**src/rtl/dds_sweep_ctrl_if.sv**
```systemverilog
// Bundle of the sweep programme inputs and the DDS-facing/status outputs.
// No latency of its own; pure wiring between the sweep controller and its user.
// No backpressure: every signal is a level or a single-cycle pulse.
interface dds_sweep_ctrl_if #(
  parameter int DWELL_W = 16
);
  logic               start;
  logic               stop_req;
  logic [31:0]        f_start;
  logic [31:0]        f_stop;
  logic [31:0]        f_step;
  logic [DWELL_W-1:0] dwell;
  logic [1:0]         mode;
  logic [11:0]        p_word_in;
  logic [1:0]         wave_type_in;

  logic               dds_en;
  logic [31:0]        f_word;
  logic [11:0]        p_word;
  logic [1:0]         wave_type;
  logic               busy;
  logic               done;
  logic               wrap;

  // Side that programmes the sweep and observes the DDS controls.
  modport master (
    output start, stop_req, f_start, f_stop, f_step, dwell, mode, p_word_in, wave_type_in,
    input  dds_en, f_word, p_word, wave_type, busy, done, wrap
  );

  // Sweep controller side.
  modport slave (
    input  start, stop_req, f_start, f_stop, f_step, dwell, mode, p_word_in, wave_type_in,
    output dds_en, f_word, p_word, wave_type, busy, done, wrap
  );
endinterface

```
**src/rtl/dds_sweep_ctrl.sv**
```systemverilog
// Frequency sweep controller: steps a DDS tuning word from f_start to f_stop (single/saw/triangle).
// Latency: outputs registered; a start accepted in IDLE shows f_start on f_word the next cycle.
// No backpressure: start is ignored while busy, stop_req aborts to IDLE on the next edge.
module dds_sweep_ctrl #(
  parameter int DWELL_W = 16
) (
  input  logic             clk_dds,
  input  logic             rst,
  dds_sweep_ctrl_if.slave  bus
);

  localparam logic [1:0] S_IDLE   = 2'd0;
  localparam logic [1:0] S_RUN_UP = 2'd1;
  localparam logic [1:0] S_RUN_DN = 2'd2;
  localparam logic [1:0] S_HOLD   = 2'd3;

  // Mode 2'b00 and the unused 2'b11 both behave as a single upward sweep.
  localparam logic [1:0] M_SAW = 2'b01;
  localparam logic [1:0] M_TRI = 2'b10;

  logic [1:0]         state_q;
  logic [31:0]        sh_start;
  logic [31:0]        sh_stop;
  logic [31:0]        sh_step;
  logic [DWELL_W-1:0] sh_dwell;
  logic [1:0]         sh_mode;
  logic [DWELL_W-1:0] dwell_cnt_q;

  logic [31:0]        f_word_q;
  logic [11:0]        p_word_q;
  logic [1:0]         wave_type_q;
  logic               dds_en_q;
  logic               busy_q;
  logic               done_q;
  logic               wrap_q;

  logic               accept;
  logic               expired;
  logic [32:0]        up_sum;
  logic [32:0]        dn_diff;
  logic [31:0]        up_next;
  logic [31:0]        dn_next;

  assign accept  = (state_q == S_IDLE) && bus.start && !bus.stop_req;
  assign expired = (dwell_cnt_q == sh_dwell);

  // Next up/down frequency, 33-bit so a carry or borrow clamps to the sweep limits.
  // When f_word sits on a limit these also give the turnaround point of the triangle.
  always_comb begin
    up_sum  = {1'b0, f_word_q} + {1'b0, sh_step};
    dn_diff = {1'b0, f_word_q} - {1'b0, sh_step};
    up_next = (up_sum > {1'b0, sh_stop}) ? sh_stop : up_sum[31:0];
    dn_next = (dn_diff[32] || (dn_diff[31:0] < sh_start)) ? sh_start : dn_diff[31:0];
  end

  // Capture the sweep programme when a start is accepted; held until the next accept.
  always_ff @(posedge clk_dds or negedge rst) begin
    if (!rst) begin
      sh_start    <= '0;
      sh_stop     <= '0;
      sh_step     <= '0;
      sh_dwell    <= '0;
      sh_mode     <= '0;
      p_word_q    <= '0;
      wave_type_q <= '0;
    end else if (accept) begin
      sh_start    <= bus.f_start;
      sh_stop     <= bus.f_stop;
      sh_step     <= bus.f_step;
      sh_dwell    <= bus.dwell;
      sh_mode     <= bus.mode;
      p_word_q    <= bus.p_word_in;
      wave_type_q <= bus.wave_type_in;
    end
  end

  // Sweep state machine, dwell counter and DDS/status outputs.
  always_ff @(posedge clk_dds or negedge rst) begin
    if (!rst) begin
      state_q     <= S_IDLE;
      dwell_cnt_q <= '0;
      f_word_q    <= '0;
      dds_en_q    <= 1'b0;
      busy_q      <= 1'b0;
      done_q      <= 1'b0;
      wrap_q      <= 1'b0;
    end else begin
      done_q <= 1'b0;
      wrap_q <= 1'b0;
      if (state_q == S_IDLE) begin
        if (accept) begin
          f_word_q    <= bus.f_start;
          dds_en_q    <= 1'b1;
          busy_q      <= 1'b1;
          dwell_cnt_q <= '0;
          // A zero step or an empty/inverted range has nothing to sweep.
          if ((bus.f_step == 32'd0) || (bus.f_stop <= bus.f_start)) begin
            state_q <= S_HOLD;
          end else begin
            state_q <= S_RUN_UP;
          end
        end
      end else if (bus.stop_req) begin
        // Abort: silent return to IDLE, no done pulse.
        state_q     <= S_IDLE;
        dwell_cnt_q <= '0;
        f_word_q    <= '0;
        dds_en_q    <= 1'b0;
        busy_q      <= 1'b0;
      end else begin
        case (state_q)
          S_RUN_UP: begin
            if (!expired) begin
              dwell_cnt_q <= dwell_cnt_q + DWELL_W'(1);
            end else begin
              dwell_cnt_q <= '0;
              if (f_word_q < sh_stop) begin
                f_word_q <= up_next;
              end else if (sh_mode == M_SAW) begin
                f_word_q <= sh_start;
                wrap_q   <= 1'b1;
              end else if (sh_mode == M_TRI) begin
                state_q  <= S_RUN_DN;
                f_word_q <= dn_next;
              end else begin
                state_q  <= S_IDLE;
                f_word_q <= '0;
                dds_en_q <= 1'b0;
                busy_q   <= 1'b0;
                done_q   <= 1'b1;
              end
            end
          end
          S_RUN_DN: begin
            if (!expired) begin
              dwell_cnt_q <= dwell_cnt_q + DWELL_W'(1);
            end else begin
              dwell_cnt_q <= '0;
              if (f_word_q > sh_start) begin
                f_word_q <= dn_next;
              end else begin
                state_q  <= S_RUN_UP;
                f_word_q <= up_next;
                wrap_q   <= 1'b1;
              end
            end
          end
          default: begin
            // HOLD: parked on f_start with the counter idle until stop_req.
            dwell_cnt_q <= '0;
          end
        endcase
      end
    end
  end

  assign bus.f_word    = f_word_q;
  assign bus.p_word    = p_word_q;
  assign bus.wave_type = wave_type_q;
  assign bus.dds_en    = dds_en_q;
  assign bus.busy      = busy_q;
  assign bus.done      = done_q;
  assign bus.wrap      = wrap_q;

endmodule
```
**src/flat_wrapper.sv**
```systemverilog
// flat-port wrapper written by rule: the top's interface ports become plain ports
module dds_sweep_ctrl_flat 
#(
  parameter int DWELL_W = 16
)
  (clk_dds, rst, bus_start, bus_stop_req, bus_f_start, bus_f_stop, bus_f_step, bus_dwell, bus_mode, bus_p_word_in, bus_wave_type_in, bus_dds_en, bus_f_word, bus_p_word, bus_wave_type, bus_busy, bus_done, bus_wrap);
  dds_sweep_ctrl_if #(.DWELL_W(DWELL_W)) bus_i ();
  input  logic clk_dds;
  input  logic rst;
  input wire logic [$bits(bus_i.start)-1:0] bus_start;
  input wire logic [$bits(bus_i.stop_req)-1:0] bus_stop_req;
  input wire logic [$bits(bus_i.f_start)-1:0] bus_f_start;
  input wire logic [$bits(bus_i.f_stop)-1:0] bus_f_stop;
  input wire logic [$bits(bus_i.f_step)-1:0] bus_f_step;
  input wire logic [$bits(bus_i.dwell)-1:0] bus_dwell;
  input wire logic [$bits(bus_i.mode)-1:0] bus_mode;
  input wire logic [$bits(bus_i.p_word_in)-1:0] bus_p_word_in;
  input wire logic [$bits(bus_i.wave_type_in)-1:0] bus_wave_type_in;
  output wire logic [$bits(bus_i.dds_en)-1:0] bus_dds_en;
  output wire logic [$bits(bus_i.f_word)-1:0] bus_f_word;
  output wire logic [$bits(bus_i.p_word)-1:0] bus_p_word;
  output wire logic [$bits(bus_i.wave_type)-1:0] bus_wave_type;
  output wire logic [$bits(bus_i.busy)-1:0] bus_busy;
  output wire logic [$bits(bus_i.done)-1:0] bus_done;
  output wire logic [$bits(bus_i.wrap)-1:0] bus_wrap;
  assign bus_i.start = bus_start;
  assign bus_i.stop_req = bus_stop_req;
  assign bus_i.f_start = bus_f_start;
  assign bus_i.f_stop = bus_f_stop;
  assign bus_i.f_step = bus_f_step;
  assign bus_i.dwell = bus_dwell;
  assign bus_i.mode = bus_mode;
  assign bus_i.p_word_in = bus_p_word_in;
  assign bus_i.wave_type_in = bus_wave_type_in;
  assign bus_dds_en = bus_i.dds_en;
  assign bus_f_word = bus_i.f_word;
  assign bus_p_word = bus_i.p_word;
  assign bus_wave_type = bus_i.wave_type;
  assign bus_busy = bus_i.busy;
  assign bus_done = bus_i.done;
  assign bus_wrap = bus_i.wrap;
  dds_sweep_ctrl #(.DWELL_W(DWELL_W)) u_core (.clk_dds(clk_dds), .rst(rst), .bus(bus_i));
endmodule
```
**config.mk**
```make
export PLATFORM = sky130hd
export DESIGN_NAME = dds_sweep_ctrl_flat
export DESIGN_NICKNAME = d
export VERILOG_FILES = /design/src/rtl/dds_sweep_ctrl_if.sv /design/src/rtl/dds_sweep_ctrl.sv /design/src/flat_wrapper.sv
export SDC_FILE = /design/constraint.sdc
export NUM_CORES = 1
export LEC_CHECK = 0
export BUFFER_PORTS_ARGS = -buffer_cell sky130_fd_sc_hd__buf_2
export CORE_MARGIN = 10
export CORE_UTILIZATION = 40
export CTS_CLUSTER_DIAMETER = 60
export CTS_CLUSTER_SIZE = 30
export DETAILED_ROUTE_END_ITERATION = 10
export HOLD_SLACK_MARGIN = 0.03
export SYNTH_ARGS = -nofsm -noshare
export SYNTH_HDL_FRONTEND = slang
export SYNTH_SLANG_ARGS = --single-unit
export TNS_END_PERCENT = 5
```
**constraint.sdc**
```tcl
create_clock -name clk_dds -period 9.2 [get_ports clk_dds]
set_input_delay 0.46 -clock clk_dds [delete_from_list [all_inputs] [get_ports clk_dds]]
set_output_delay 0.46 -clock clk_dds [all_outputs]
set_load 0.005 [all_outputs]
```
# Word-level counts from Yosys, hierarchy flattened

Index checks and enable logic that the tools add are counted.

Output and inout bits: 50
Logic and storage cells: 100
Input bits: 132
Register bits: 181

Muxes and demuxes: 51
$lt $le $gt $ge: 5
Equal/unequal tests: 14
Add/subtract/negate cells: 3
Reductions and logical operators: 14

Operators by type and width:

| operator              | count |
|---|---|
| $mux 32               | 11 |
| $mux 16               | 5 |
| $lt 32x32->1          | 2 |
| $pmux 32 s2           | 1 |
| $add 32x32->33        | 1 |
| $gt 33x32->1          | 1 |
| $sub 32x32->33        | 1 |
| $gt 32x32->1          | 1 |
| $le 32x32->1          | 1 |
| $logic_not 32->1      | 1 |
| $mux 1                | 22 |
| $mux 2                | 10 |
| $add 16x1->16 const B | 1 |
| $eq 16x16->1          | 1 |
| $ne 4x3->1 const B    | 3 |
| $ne 3x2->1 const B    | 3 |
| $ne 4x2->1 const B    | 2 |
| $reduce_and 7->1      | 1 |
| $reduce_and 6->1      | 1 |
| $reduce_bool 3->1     | 2 |
| $eq 2x1->1 const B    | 2 |
| $eq 2x2->1 const B    | 2 |
| $pmux 2 s2            | 1 |
| $reduce_and 4->1      | 1 |
| 8 further kinds       | 10 |

# Longest topological paths before layout

Gate-level depths: netlist (run 1).

Word-level depth: 11
Mapped depth: 25
Gate-level depth less buffers: 22

# Least setup slack after synthesis (run 1)

Ideal clock, no wire load.

Path type: reg2reg
Start point: register u_core.f_word_q[8] (netlist: u_core.bus.f_word[8])
End point: register u_core.f_word_q[18] (netlist: u_core.bus.f_word[18])
Path buffers: 3
Path slack: 4.199 ns
Arrival time: 4.875 ns
Clock period less this slack: 5.001 ns
Required time: 9.074 ns
Stages on the path, launching flop included: 24
Setup time: 0.126 ns
Cell sequence: dfrtp_1 > ha_1 > buf_2 > inv_1 > a21oi_1 > o31ai_1 > a221oi_1 > nand2_1 > a21o_1 > o31ai_1 > a2111oi_0 > or3_1 > ha_1 > nand4_1 > nor4_1 > nand4_1 > nor3b_1 > a211oi_1 > o211ai_1 > buf_2 > clkbuf_1 > o21ai_0 > a221oi_2 > a221o_1

Longest elaborated chain between the ends: 11
Elaborated cells between the ends (all ways): 18
Classes of those cells: 2 x add/sub; 4 x order compare; 11 x mux; 1 x reduce/logical

RTL lines:

| what                     | line                  | source |
|---|---|---|
| start: declaration       | dds_sweep_ctrl.sv:29  | `logic [31:0] f_word_q;` |
| start signal: assignment | dds_sweep_ctrl.sv:92  | `f_word_q <= bus.f_start;` |
| start signal: assignment | dds_sweep_ctrl.sv:118 | `f_word_q <= up_next;` |
| start signal: assignment | dds_sweep_ctrl.sv:120 | `f_word_q <= sh_start;` |
| $sub 32x32->33           | dds_sweep_ctrl.sv:51  | `dn_diff = {1'b0, f_word_q} - {1'b0, sh_step};` |
| $lt 32x32->1             | dds_sweep_ctrl.sv:53  | `dn_next = (dn_diff[32] \|\| (dn_diff[31:0] < sh_start)) ? sh_start : dn_diff[31:0];` |
| $logic_or 1x1->1         | dds_sweep_ctrl.sv:53  |  |
| $mux 32                  | dds_sweep_ctrl.sv:53  |  |
| $mux 32                  | dds_sweep_ctrl.sv:122 | `end else if (sh_mode == M_TRI) begin` |
| $mux 32                  | dds_sweep_ctrl.sv:119 | `end else if (sh_mode == M_SAW) begin` |
| $mux 32                  | dds_sweep_ctrl.sv:117 | `if (f_word_q < sh_stop) begin` |
| $mux 32                  | dds_sweep_ctrl.sv:113 | `if (!expired) begin` |
| $pmux 32 s2 (*)          | dds_sweep_ctrl.sv:111 | `case (state_q)` |
| $mux 32 (*)              | dds_sweep_ctrl.sv:103 | `end else if (bus.stop_req) begin` |
| $mux 32 (*)              | dds_sweep_ctrl.sv:90  | `if (state_q == S_IDLE) begin` |

Mark *: on every way between the ends. The rest lies on a longest branch, timed or not. The select of a mux whose other input is x is not followed.
A chain may end at the register's enable or synchronous reset.

# Final worst setup path (run 1)

Start point: register u_core.f_word_q[12] (netlist: u_core.bus.f_word[12])
End point: register u_core.f_word_q[27] (netlist: u_core.bus.f_word[27])

Same word-level chain as after synthesis.

==> reports/results.ini, run 1 <==
[synthesis]
ys_seq_area_frac = 0.283
post_synth_instance_area_sq_mm = 0.0160
syn-instance-count = 1985
synth-adder-area-share = 0.180
postSynth.topFlopCell = dfrtp_1
yosys.area_share.xor_xnor = 0.0421
synth_simple_gate_area_share = 0.167
synth_enable_flop_cells = 0
synthArstFlopShare = 1.00
synth_top_family_by_area = compound AO/OA/AOI/OAI gates
synth_top_cell_by_area = dfrtp_1
post_synth_mux_area_share = 0.00125
synth_compound_gate_area_share = 0.259
postSynthAreaPerCell_sq_um = 8.07
synthDistinctLibCells = 81
synthesis.yosys.warnings = 0
post-synth-top-area-fraction = 0.283
syn_nets = 2347
ys_seq_elements = 181
yosys-top-cells-area = dfrtp_1 (28%), ha_1 (18%), nand2_1 (7.7%), o21ai_0 (6.5%), a21oi_1 (4.4%)

[final_layout]
layout-area-overhead-vs-synth_pct = 11.9
finish.net_count = 2471
fill_cell_instance_count_of_the_final_layout = 4019
drive_gt1_frac = 0.128
antenna_cells = 0

[setup_path]
worstSetupStartpointType = register
reg2reg_to = u_core.bus.f_word[27]
worstSetupEndpointType = register
regToRegStartpoint = u_core.bus.f_word[12]
largest_fanout_on_the_critical_path = 43
critPathArrivalTime_ns = 6.95
timing_worst_setup_path_type = reg2reg
critical_path.startpoint = u_core.bus.f_word[12]
rrSetupSlack_ns = 2.66
rr_worst_depth = 21
worstPathRequired_ns = 9.61

[sta]
final.min_clock_period_ns = 6.54
setup_viol = 0
tns_ns = 0
rsz0062_at_grt = false
timing.clock.skew_ns = 0.0212
achievable-frequency_ghz = 0.153
hold_viol_final = 0
slew-limit-headroom = 0.214
actual_transition_at_the_worst_max_transition_pin_ns = 1.18
slew_viol_final = 0
final_min_period_over_clock_period = 0.711

[placement]
detailedPlacementHpwl_mm = 46.6
place.gp.congestion = 1.02
placement.io_buffers = 181

[floorplan]
boundaryPins = 182
die_width_um = 220
chipHeight_um = 220
start_util = 0.404
placementRows = 73
die-area_sq_mm = 0.0485
core-area_sq_mm = 0.0396

[global_routing]
first_pass_grt_wire_length_mm = 91.8
antenna_found_initial = 0
grt_util_all_layers = 0.247
first_global_vias = 15407
grt_max_degree = 118
overflow_left_after_global_routing = 0

[clocking]
clkLatencyLatePin_ns = 0.51
cts_inserted_buffers = 17
htreeDepth = 4
count_of_instances_resized_after_the_clock_tree_is_built = 0
cts_tree = built
clock_path_buffers = 2
cts.repair_timing.setup_buffer_count = 0
numClockSinks = 181
cts-root-buf = clkbuf_16
clkTransAtPathRegs_ns = 0.09
cts-hold-fix-buffers = 1

[drt]
routed_wire_length_per_instance_um = 22.6
dr.pass1.iters = 6
via_count = 15417
routed_wirelength_mm = 59.8
initial_drt_markers = 1317
route.detailed.drc = 0
drt.antenna.violating_nets = 0
viasPerCell = 5.82

[hold_path]
hold_path.startpoint = bus_dwell[7]
timing.hold.worst_path_depth = 3
worstHoldPathType = in2reg
hold-path-endpoint = u_core.sh_dwell[7]

[job]
drv.max_cap_violation_count = 0

[run_status]
outcome = completed

==> registers in the layout, summed over array words and instances (netlist names) <==
signal and cells:
u_core.bus.wrap 1, u_core.sh_mode 2, u_core.bus.dds_en 1, u_core.bus.p_word 12
u_core.bus.f_word 32, u_core.bus.done 1, u_core.bus.wave_type 2, u_core.sh_dwell 16
u_core.sh_step 32, u_core.sh_stop 32, u_core.dwell_cnt_q 16, u_core.state_q 2
u_core.sh_start 32
==> logic make-up after synthesis <==
kind of cell / after synthesis
compound gates: 630
simple gates: 596
fa+ha+maj: 230
xor+xnor: 77
buf+inv: 269
flops: 181
mux: 2
==> placed cells by master (no fill, tap or decap), types with 10 or more instances in the layout <==
master / instances
a221oi_1: 20
o211ai_1: 15
o221ai_1: 12
nand3_1: 32
dfrtp_1: 181
o21ai_0: 207
buf_2: 180
ha_1: 228
a21o_1: 51
nor3_1: 18
clkbuf_16: 17
inv_1: 177
o31ai_1: 15
nand2b_1: 21
buf_4: 13
a211oi_1: 15
nor4_1: 27
a31oi_1: 11
xnor2_1: 50
nand4_1: 41
a21boi_0: 10
a21oi_1: 141
nand2_1: 330
o21bai_1: 13
o21a_1: 11
a221o_1: 17
nor2b_1: 18
xor2_1: 27
nor2_1: 72
==> layout make-up <==
class / instances / area [sq um] / share of cell area
Inverter: 179 / 672 / 0.0375
Sequential cell: 181 / 4530 / 0.253
Clock inverter: 14 / 179 / 0.00997
Multi-Input combinational cell: 1535 / 10400 / 0.583
Clock buffer: 18 / 429 / 0.0239
Tap cell: 525 / 657 / 0.0366
Timing Repair Buffer: 195 / 1020 / 0.0570
==> cells in the mapped netlist (9+ instances only) <==
library cell	n
a211oi_1	15
a21boi_0	10
a21o_1	51
a21oi_1	141
a221o_1	17
a221oi_1	20
a31oi_1	11
and3_1	9
buf_1	10
buf_2	13
clkbuf_1	59
dfrtp_1	181
ha_1	228
inv_1	177
nand2_1	330
nand2b_1	21
nand3_1	33
nand4_1	41
nor2_1	74
nor2b_1	18
nor3_1	18
nor4_1	27
o211ai_1	15
o21a_1	11
o21ai_0	207
o21bai_1	13
o221ai_1	12
o221ai_2	9
o31ai_1	15
xnor2_1	50
xor2_1	27
==> layer usage <==
layer / wire length, um / share of wire / track usage / up-vias
met3: 3570 / 0.060 / 0.0400 / 107
met2: 27700 / 0.46 / 0.399 / 516
li1: - / - / - / 7325
met4: 2310 / 0.039 / 0.117 / 0
met1: 26200 / 0.44 / 0.318 / 7469
met5: 0 / 0 / 0 / -
==> stage by stage <==
stage,hold slack (ns),utilization,area (sq um),setup WS [ns],cells
6_report,0.138,0.452,17900,2.66,2647
5_1_grt,0.129,0.452,17900,2.27,2647
4_1_cts,0.111,0.452,17900,2.84,2647
3_5_place_dp,0.456,0.437,17300,2.86,2614
3_3_place_gp,0.453,0.437,17300,2.89,2614
2_1_floorplan,0.164,-,16000,4.20,1985
==> worst max-delay path by stage <==
| stage | end | slack (ns) | cells past startpoint |
|---|---|---|---|
| floorplan | u_core.bus.f_word[18] | 4.20 | 23 |
| global placement | u_core.bus.f_word[27] | 2.89 | 21 |
| detailed placement | u_core.bus.f_word[27] | 2.86 | 21 |
| CTS | u_core.bus.f_word[27] | 2.84 | 21 |
| global route | u_core.bus.f_word[25] | 2.27 | 21 |
| finish | u_core.bus.f_word[27] | 2.66 | 21 |
==> critical path, stage by stage, from the launching register on <==
cell	delay, ns
dfrtp_1	0.50
ha_1	0.60
inv_1	0.17
a21oi_1	0.21
o21bai_1	0.08
a221oi_1	0.50
nand2_1	0.19
a21o_1	0.26
o31ai_1	0.55
a2111oi_0	0.26
or3_1	0.42
ha_1	0.34
nand4_1	0.14
nor4_1	0.06
nand4_1	0.13
nor3b_1	0.20
a211oi_1	0.10
o211ai_1	0.19
buf_4	0.49
clkinv_1	0.38
a2111o_1	0.49
a21o_1	0.18
Power of run 1 is not shown: default switching activity piles up to over one toggle a cycle in this logic, so the estimate is an artifact.
==> run 2: changes to the inputs <==
clock period = 6.8 ns   (was 9.2 ns; I/O delays follow)
==> run 2 against run 1 <==
  * Worst hold slack lost 0.077 ns
  * Fmax grew 1.7%
  * Sequential share of layout area shrank 0.75 points
  * Global-route usage is essentially flat
  * Cell area grew 3.1%
  * Clock skew shrank 0.0079 ns
  * Core utilization grew 1.4 points
==> reports/results.ini, run 2 (synthesized netlist as in run 1, its figures left out) <==
[run_status]
outcome = completed  ; unchanged

[global_routing]
antenna_found_initial = 2  ; was 0
grt_util_all_layers = 0.247  ; about the same
grt_max_degree = 109  ; was 118
first_global_vias = 15377  ; about the same
overflow_left_after_global_routing = 0  ; unchanged
first_pass_grt_wire_length_mm = 91.5  ; was 91.8 mm

[floorplan]
boundaryPins = 182  ; unchanged
chipHeight_um = 220  ; unchanged
placementRows = 73  ; unchanged
die_width_um = 220  ; unchanged
start_util = 0.404  ; unchanged
core-area_sq_mm = 0.0396  ; unchanged
die-area_sq_mm = 0.0485  ; unchanged

[final_layout]
finish.net_count = 2524  ; was 2,471
register_area_sq_mm = 0.00453  ; unchanged
most_frequent_standard_cell_in_the_layout_excluding_fill_and_tap_cells = nand2_1  ; unchanged
area_used_by_multi_input_combinational_logic_sq_mm = 0.0105  ; was 0.0104 sq mm
layout-area-overhead-vs-synth_pct = 15.3  ; was 11.9%
fin_area_sq_mm = 0.0185  ; was 0.0179 sq mm
drive_gt1_frac = 0.133  ; was 0.128
fill_cell_instance_count_of_the_final_layout = 3996  ; was 4,019
final_core_utilization = 0.466  ; was 0.452
final_cell_mix = nand2_1 (330), ha_1 (227), o21ai_0 (207), dfrtp_1 (181), buf_2 (180)  ; was nand2_1 (330), ha_1 (228), o21ai_0 (207), dfrtp_1 (181), buf_2 (180)

[sta]
tns_ns = 0  ; unchanged
final.min_clock_period_ns = 6.43  ; was 6.54 ns
hold_viol_final = 0  ; unchanged
slew_viol_final = 0  ; unchanged
achievable-frequency_ghz = 0.156  ; was 0.153 GHz
setup_viol = 0  ; unchanged
timing.clock.skew_ns = 0.0133  ; was 0.0212 ns
slew-limit-headroom = 0.282  ; was 0.214
hold_slack_ns = 0.0607  ; was 0.138 ns
final_min_period_over_clock_period = 0.946  ; was 0.711
actual_transition_at_the_worst_max_transition_pin_ns = 1.07  ; was 1.18 ns

[setup_path]
reg2reg_to = u_core.bus.f_word[29]  ; was u_core.bus.f_word[27]
largest_fanout_on_the_critical_path = 27  ; was 43
rrSetupSlack_ns = 0.37  ; was 2.66 ns
regToRegStartpoint = u_core.bus.f_word[1]  ; was u_core.bus.f_word[12]
timing_worst_setup_path_type = reg2reg  ; unchanged
rr_worst_depth = 22  ; was 21
worstSetupEndpointType = register  ; unchanged
critPathArrivalTime_ns = 6.82  ; was 6.95 ns
worstSetupStartpointType = register  ; unchanged
worstPathRequired_ns = 7.19  ; was 9.61 ns

[job]
drv.max_cap_violation_count = 0  ; unchanged

[placement]
place.gp.congestion = 0.978  ; was 1.02
placement.io_buffers = 181  ; unchanged
detailedPlacementHpwl_mm = 46.3  ; was 46.6 mm
postPlaceCellArea_sq_mm = 0.0174  ; was 0.0173 sq mm

[clocking]
cts_tree = built  ; unchanged
cts_inserted_buffers = 17  ; unchanged
clkLatencyLatePin_ns = 0.51  ; about the same
clock_path_buffers = 2  ; unchanged
clkTransAtPathRegs_ns = 0.08  ; was 0.09 ns
cts-root-buf = clkbuf_16  ; unchanged
htreeDepth = 4  ; unchanged
numClockSinks = 181  ; unchanged
cts.repair_timing.setup_buffer_count = 0  ; unchanged

[drt]
routed_wire_length_per_instance_um = 22.3  ; was 22.6 um
via_count = 15578  ; was 15.4k
drt.antenna.violating_nets = 0  ; unchanged
dr.pass1.iters = 5  ; was 6
routed_wirelength_mm = 60.2  ; was 59.8 mm
route.detailed.drc = 0  ; unchanged
initial_drt_markers = 1279  ; was 1,317
viasPerCell = 5.77  ; was 5.82

[hold_path]
hold_path.startpoint = bus_f_stop[2]  ; was bus_dwell[7]
worstHoldPathType = in2reg  ; unchanged
hold-path-endpoint = u_core.sh_stop[2]  ; was u_core.sh_dwell[7]
timing.hold.worst_path_depth = 3  ; unchanged

==> run 2: cell count changes in the layout (fill, tap and decap cells not counted), sizes merged <==
cell / previous run / this run
clkinv: 6 / 7
bufinv: 1 / 0
dlygate4sd3: 1 / 42
diode: 0 / 2
buf: 193 / 205
==> run 2: final cells by class <==
cell class | instances | area share
antenna | 2 | 0.000271
clock buffer | 18 | 0.0238
clock inverter | 14 | 0.00947
inverter | 179 | 0.0363
multi-input combinational | 1535 | 0.567
sequential | 181 | 0.245
tap | 525 | 0.0355
timing repair buffer | 248 | 0.0830
==> run 2: repair_timing <==
item,4_1_cts,5_1_grt
endpoints found under the hold margin,118,0
resized for setup,0,5
hold buffers,42,0
endpoints found under the setup margin,0,30
==> run 2: per-stage QoR <==
step	setup slack, ns	instances
after floorplan	1.80	1985
after global placement	0.156	2626
after detailed placement	0.0402	2626
after CTS	0.00959	2700
after global routing	-0.00899	2701
final	0.369	2702
==> run 2: how the worst max path moves through the flow <==
stage                                from                    end  slack [ns]  cells past startpoint
floorplan            u_core.bus.f_word[8]  u_core.bus.f_word[18]        1.80                     23
global placement    u_core.bus.f_word[12]  u_core.bus.f_word[31]        0.16                     21
detailed placement  u_core.bus.f_word[12]  u_core.bus.f_word[31]        0.04                     21
CTS                 u_core.bus.f_word[12]  u_core.bus.f_word[31]        0.01                     21
global route         u_core.bus.f_word[8]  u_core.bus.f_word[29]      -0.009                     22
finish               u_core.bus.f_word[1]  u_core.bus.f_word[29]        0.37                     22
==> run 2: worst max-delay path, cell delays in order, from the launching register on <==
cell      delay [ns]
dfrtp_1         0.55
inv_1           0.11
fa_1            0.47
nor2_1          0.16
o221ai_1        0.23
a211oi_1        0.64
a21o_1          0.27
o211a_1         0.26
a21oi_1         0.09
o21bai_1        0.16
xnor2_1         0.12
ha_1            0.32
nand4_1         0.21
nor4_1          0.57
nand4_1         0.29
nor3b_1         0.24
a211oi_1        0.24
o211ai_1        0.14
buf_4           0.26
nand2b_1        0.36
nor4b_2         0.36
a211o_1         0.16
o21ai_1         0.07
==> run 2: routing by layer <==
layer	wire [um]	global-route usage
met1	25900	0.316
met2	28300	0.403
met3	3910	0.0447
met4	2090	0.105
met5	0	0
Power of run 2 is left out for the same reason.
==> run 3: changes to the inputs <==
RECOVER_POWER = 25   (was default)
==> run 3 against run 2 <==
  * The run now ends with capacitance limit, slew limit left
  * Setup slack improved by 0.015 ns
  * Die area unchanged
  * Clock-buffer cell count unchanged
  * Non-clock buffer count unchanged
  * Final cell count unchanged
  * Critical path depth unchanged
  * Sequential share of layout area increased by 0.063 points
  * Cell area decreased by 0.26%
  * Fmax increased by 0.23%
  * Clock skew about the same
==> reports/results.ini, run 3 (synthesized netlist as in run 1, its figures left out) <==
[setup_path]
critPathArrivalTime_ns = 6.80  ; was 6.82 ns
reg2reg_to = u_core.bus.f_word[29]  ; unchanged
rrSetupSlack_ns = 0.38  ; was 0.37 ns
timing_worst_setup_path_type = reg2reg  ; unchanged
critical_path.cell_chain = ha_2, inv_1, a21oi_1, o21bai_1, a221oi_2, nand2_1, a21o_1, o31ai_2, a2111oi_0, or3_1, ha_1, nand4_1, nor4_1, nand4_1, nor3b_1, a211oi_1, o211ai_1, buf_4, nand2b_1, nor4b_2, a211o_1, o21ai_1  ; was inv_1, fa_1, nor2_1, o221ai_1, a211oi_1, a21o_1, o211a_1, a21oi_1, o21bai_1, xnor2_1, ha_1, nand4_1, nor4_1, nand4_1, nor3b_1, a211oi_1, o211ai_1, buf_4, nand2b_1, nor4b_2, a211o_1, o21ai_1
cp_common_cell = nand4_1
worstSetupStartpointType = register  ; unchanged
rr_worst_depth = 22  ; unchanged
worstPathRequired_ns = 7.19  ; about the same
worstSetupEndpointType = register  ; unchanged
largest_fanout_on_the_critical_path = 27  ; unchanged
regToRegStartpoint = u_core.bus.f_word[12]  ; was u_core.bus.f_word[1]
cpMaxStageDelayCell = ha_2  ; was a211oi_1
worst_path_largest_cell_delay_ns = 0.54  ; was 0.64 ns

[drt]
viasPerCell = 5.78  ; was 5.77
drt.antenna.violating_nets = 0  ; unchanged
via_count = 15623  ; about the same
routed_wirelength_mm = 60.3  ; was 60.2 mm
initial_drt_markers = 1382  ; was 1,279
dr.pass1.iters = 7  ; was 5
route.detailed.drc = 0  ; unchanged
routed_wire_length_per_instance_um = 22.3  ; about the same

[sta]
worst_slack_ns = 0.384  ; was 0.369 ns
slew_viol_final = 80  ; was 0
achievable-frequency_ghz = 0.156  ; about the same
actual_transition_at_the_worst_max_transition_pin_ns = 4.70  ; was 1.07 ns
slew-limit-headroom = -2.14  ; was 0.282
timing.clock.skew_ns = 0.0134  ; was 0.0133 ns
final.min_clock_period_ns = 6.42  ; was 6.43 ns
setup_viol = 0  ; unchanged
final_min_period_over_clock_period = 0.944  ; was 0.946
hold_viol_final = 0  ; unchanged

[clocking]
htreeDepth = 4  ; unchanged
cts_inserted_buffers = 17  ; unchanged
clkTransAtPathRegs_ns = 0.08  ; about the same
numClockSinks = 181  ; unchanged
cts.repair_timing.setup_buffer_count = 0  ; unchanged
cts-root-buf = clkbuf_16  ; unchanged
cts_tree = built  ; unchanged
clkLatencyLatePin_ns = 0.51  ; about the same
clock_path_buffers = 2  ; unchanged

[run_status]
failed_checks = capacitance limit, slew limit
outcome = complete, but fails checks  ; was completed

[final_layout]
most_frequent_standard_cell_in_the_layout_excluding_fill_and_tap_cells = nand2_1  ; unchanged
drive_gt1_frac = 0.122  ; was 0.133
final_cell_mix = nand2_1 (330), ha_1 (227), o21ai_0 (207), dfrtp_1 (181), inv_1 (177)  ; was nand2_1 (330), ha_1 (227), o21ai_0 (207), dfrtp_1 (181), buf_2 (180)
layout-area-overhead-vs-synth_pct = 15.1  ; was 15.3%
layout.cells.non_filler = 2702  ; unchanged
finish.net_count = 2524  ; unchanged
fill_cell_instance_count_of_the_final_layout = 4013  ; was 3,996

[floorplan]
start_util = 0.404  ; unchanged
core-area_sq_mm = 0.0396  ; unchanged
die_width_um = 220  ; unchanged
placementRows = 73  ; unchanged
boundaryPins = 182  ; unchanged
die-area_sq_mm = 0.0485  ; unchanged
chipHeight_um = 220  ; unchanged

[global_routing]
overflow_left_after_global_routing = 0  ; unchanged
first_global_vias = 15377  ; unchanged
grt_max_degree = 109  ; unchanged
grt_util_all_layers = 0.247  ; unchanged
antenna_found_initial = 2  ; unchanged
first_pass_grt_wire_length_mm = 91.5  ; unchanged

[hold_path]
hold-path-endpoint = u_core.sh_step[28]  ; was u_core.sh_stop[2]
timing.hold.worst_path_depth = 3  ; unchanged
worstHoldPathType = in2reg  ; unchanged
hold_path.startpoint = bus_f_step[28]  ; was bus_f_stop[2]

[placement]
placedCellCount = 2626  ; unchanged
dp_slack_ns = 0.0402  ; unchanged
place.gp.congestion = 0.978  ; unchanged
placement.io_buffers = 181  ; unchanged
detailedPlacementHpwl_mm = 46.3  ; unchanged

[job]
drv.max_cap_violation_count = 1  ; was 0

==> run 3: through the flow <==
stage | area (sq um) | TNS, ns | hold WS [ns] | utilization
final | 18400 | 0 | 0.0626 | 0.465
after floorplan | 16000 | 0 | 0.0444 | -
after global routing | 18400 | -0.00899 | 0.0586 | 0.465
after global placement | 17400 | 0 | 0.438 | 0.439
after CTS | 18500 | 0 | 0.0313 | 0.466
after detailed placement | 17400 | 0 | 0.445 | 0.439
==> run 3: how the worst max path moves through the flow <==
stage,cells past startpoint,slack [ns],to,startpoint
6_report,22,0.38,u_core.bus.f_word[29],u_core.bus.f_word[12]
5_1_grt,22,-0.009,u_core.bus.f_word[29],u_core.bus.f_word[8]
4_1_cts,21,0.01,u_core.bus.f_word[31],u_core.bus.f_word[12]
3_5_place_dp,21,0.04,u_core.bus.f_word[31],u_core.bus.f_word[12]
3_3_place_gp,21,0.16,u_core.bus.f_word[31],u_core.bus.f_word[12]
2_1_floorplan,23,1.80,u_core.bus.f_word[18],u_core.bus.f_word[8]
==> run 3: cell type report <==
type / instances / area, sq um / share of cell area
Inverter: 179 / 672 / 0.0364
Multi-Input combinational cell: 1535 / 10500 / 0.568
Sequential cell: 181 / 4530 / 0.246
Tap cell: 525 / 657 / 0.0356
Clock buffer: 18 / 439 / 0.0238
Clock inverter: 14 / 175 / 0.00950
Antenna cell: 2 / 5.00 / 0.000271
Timing Repair Buffer: 248 / 1490 / 0.0807
==> run 3: worst max-delay path: cells and delay by family, from the launching register on <==
family | cells | cell delay, ns
buffers and inverters | 2 | 0.40
adder cells (fa/ha/maj) | 2 | 0.86
flip-flops | 1 | 0.51
AO/OA/AOI/OAI | 10 | 2.23
AND/OR/NAND/NOR | 8 | 2.28
==> run 3: metal layers <==
layer | part of all wire | vias up | track usage
li1 | - | 7422 | -
met1 | 0.43 | 7539 | 0.316
met2 | 0.47 | 569 | 0.403
met3 | 0.066 | 93 | 0.0447
met4 | 0.035 | 0 | 0.105
met5 | 0 | - | 0
==> run 3: timing repair <==
| action | 4_1_cts | 5_1_grt |
|---|---|---|
| resized for setup | 0 | 5 |
| hold buffers | 42 | 0 |
| endpoints found under the hold margin | 118 | 0 |
| endpoints found under the setup margin | 0 | 30 |
Power of run 3 is left out for the same reason.
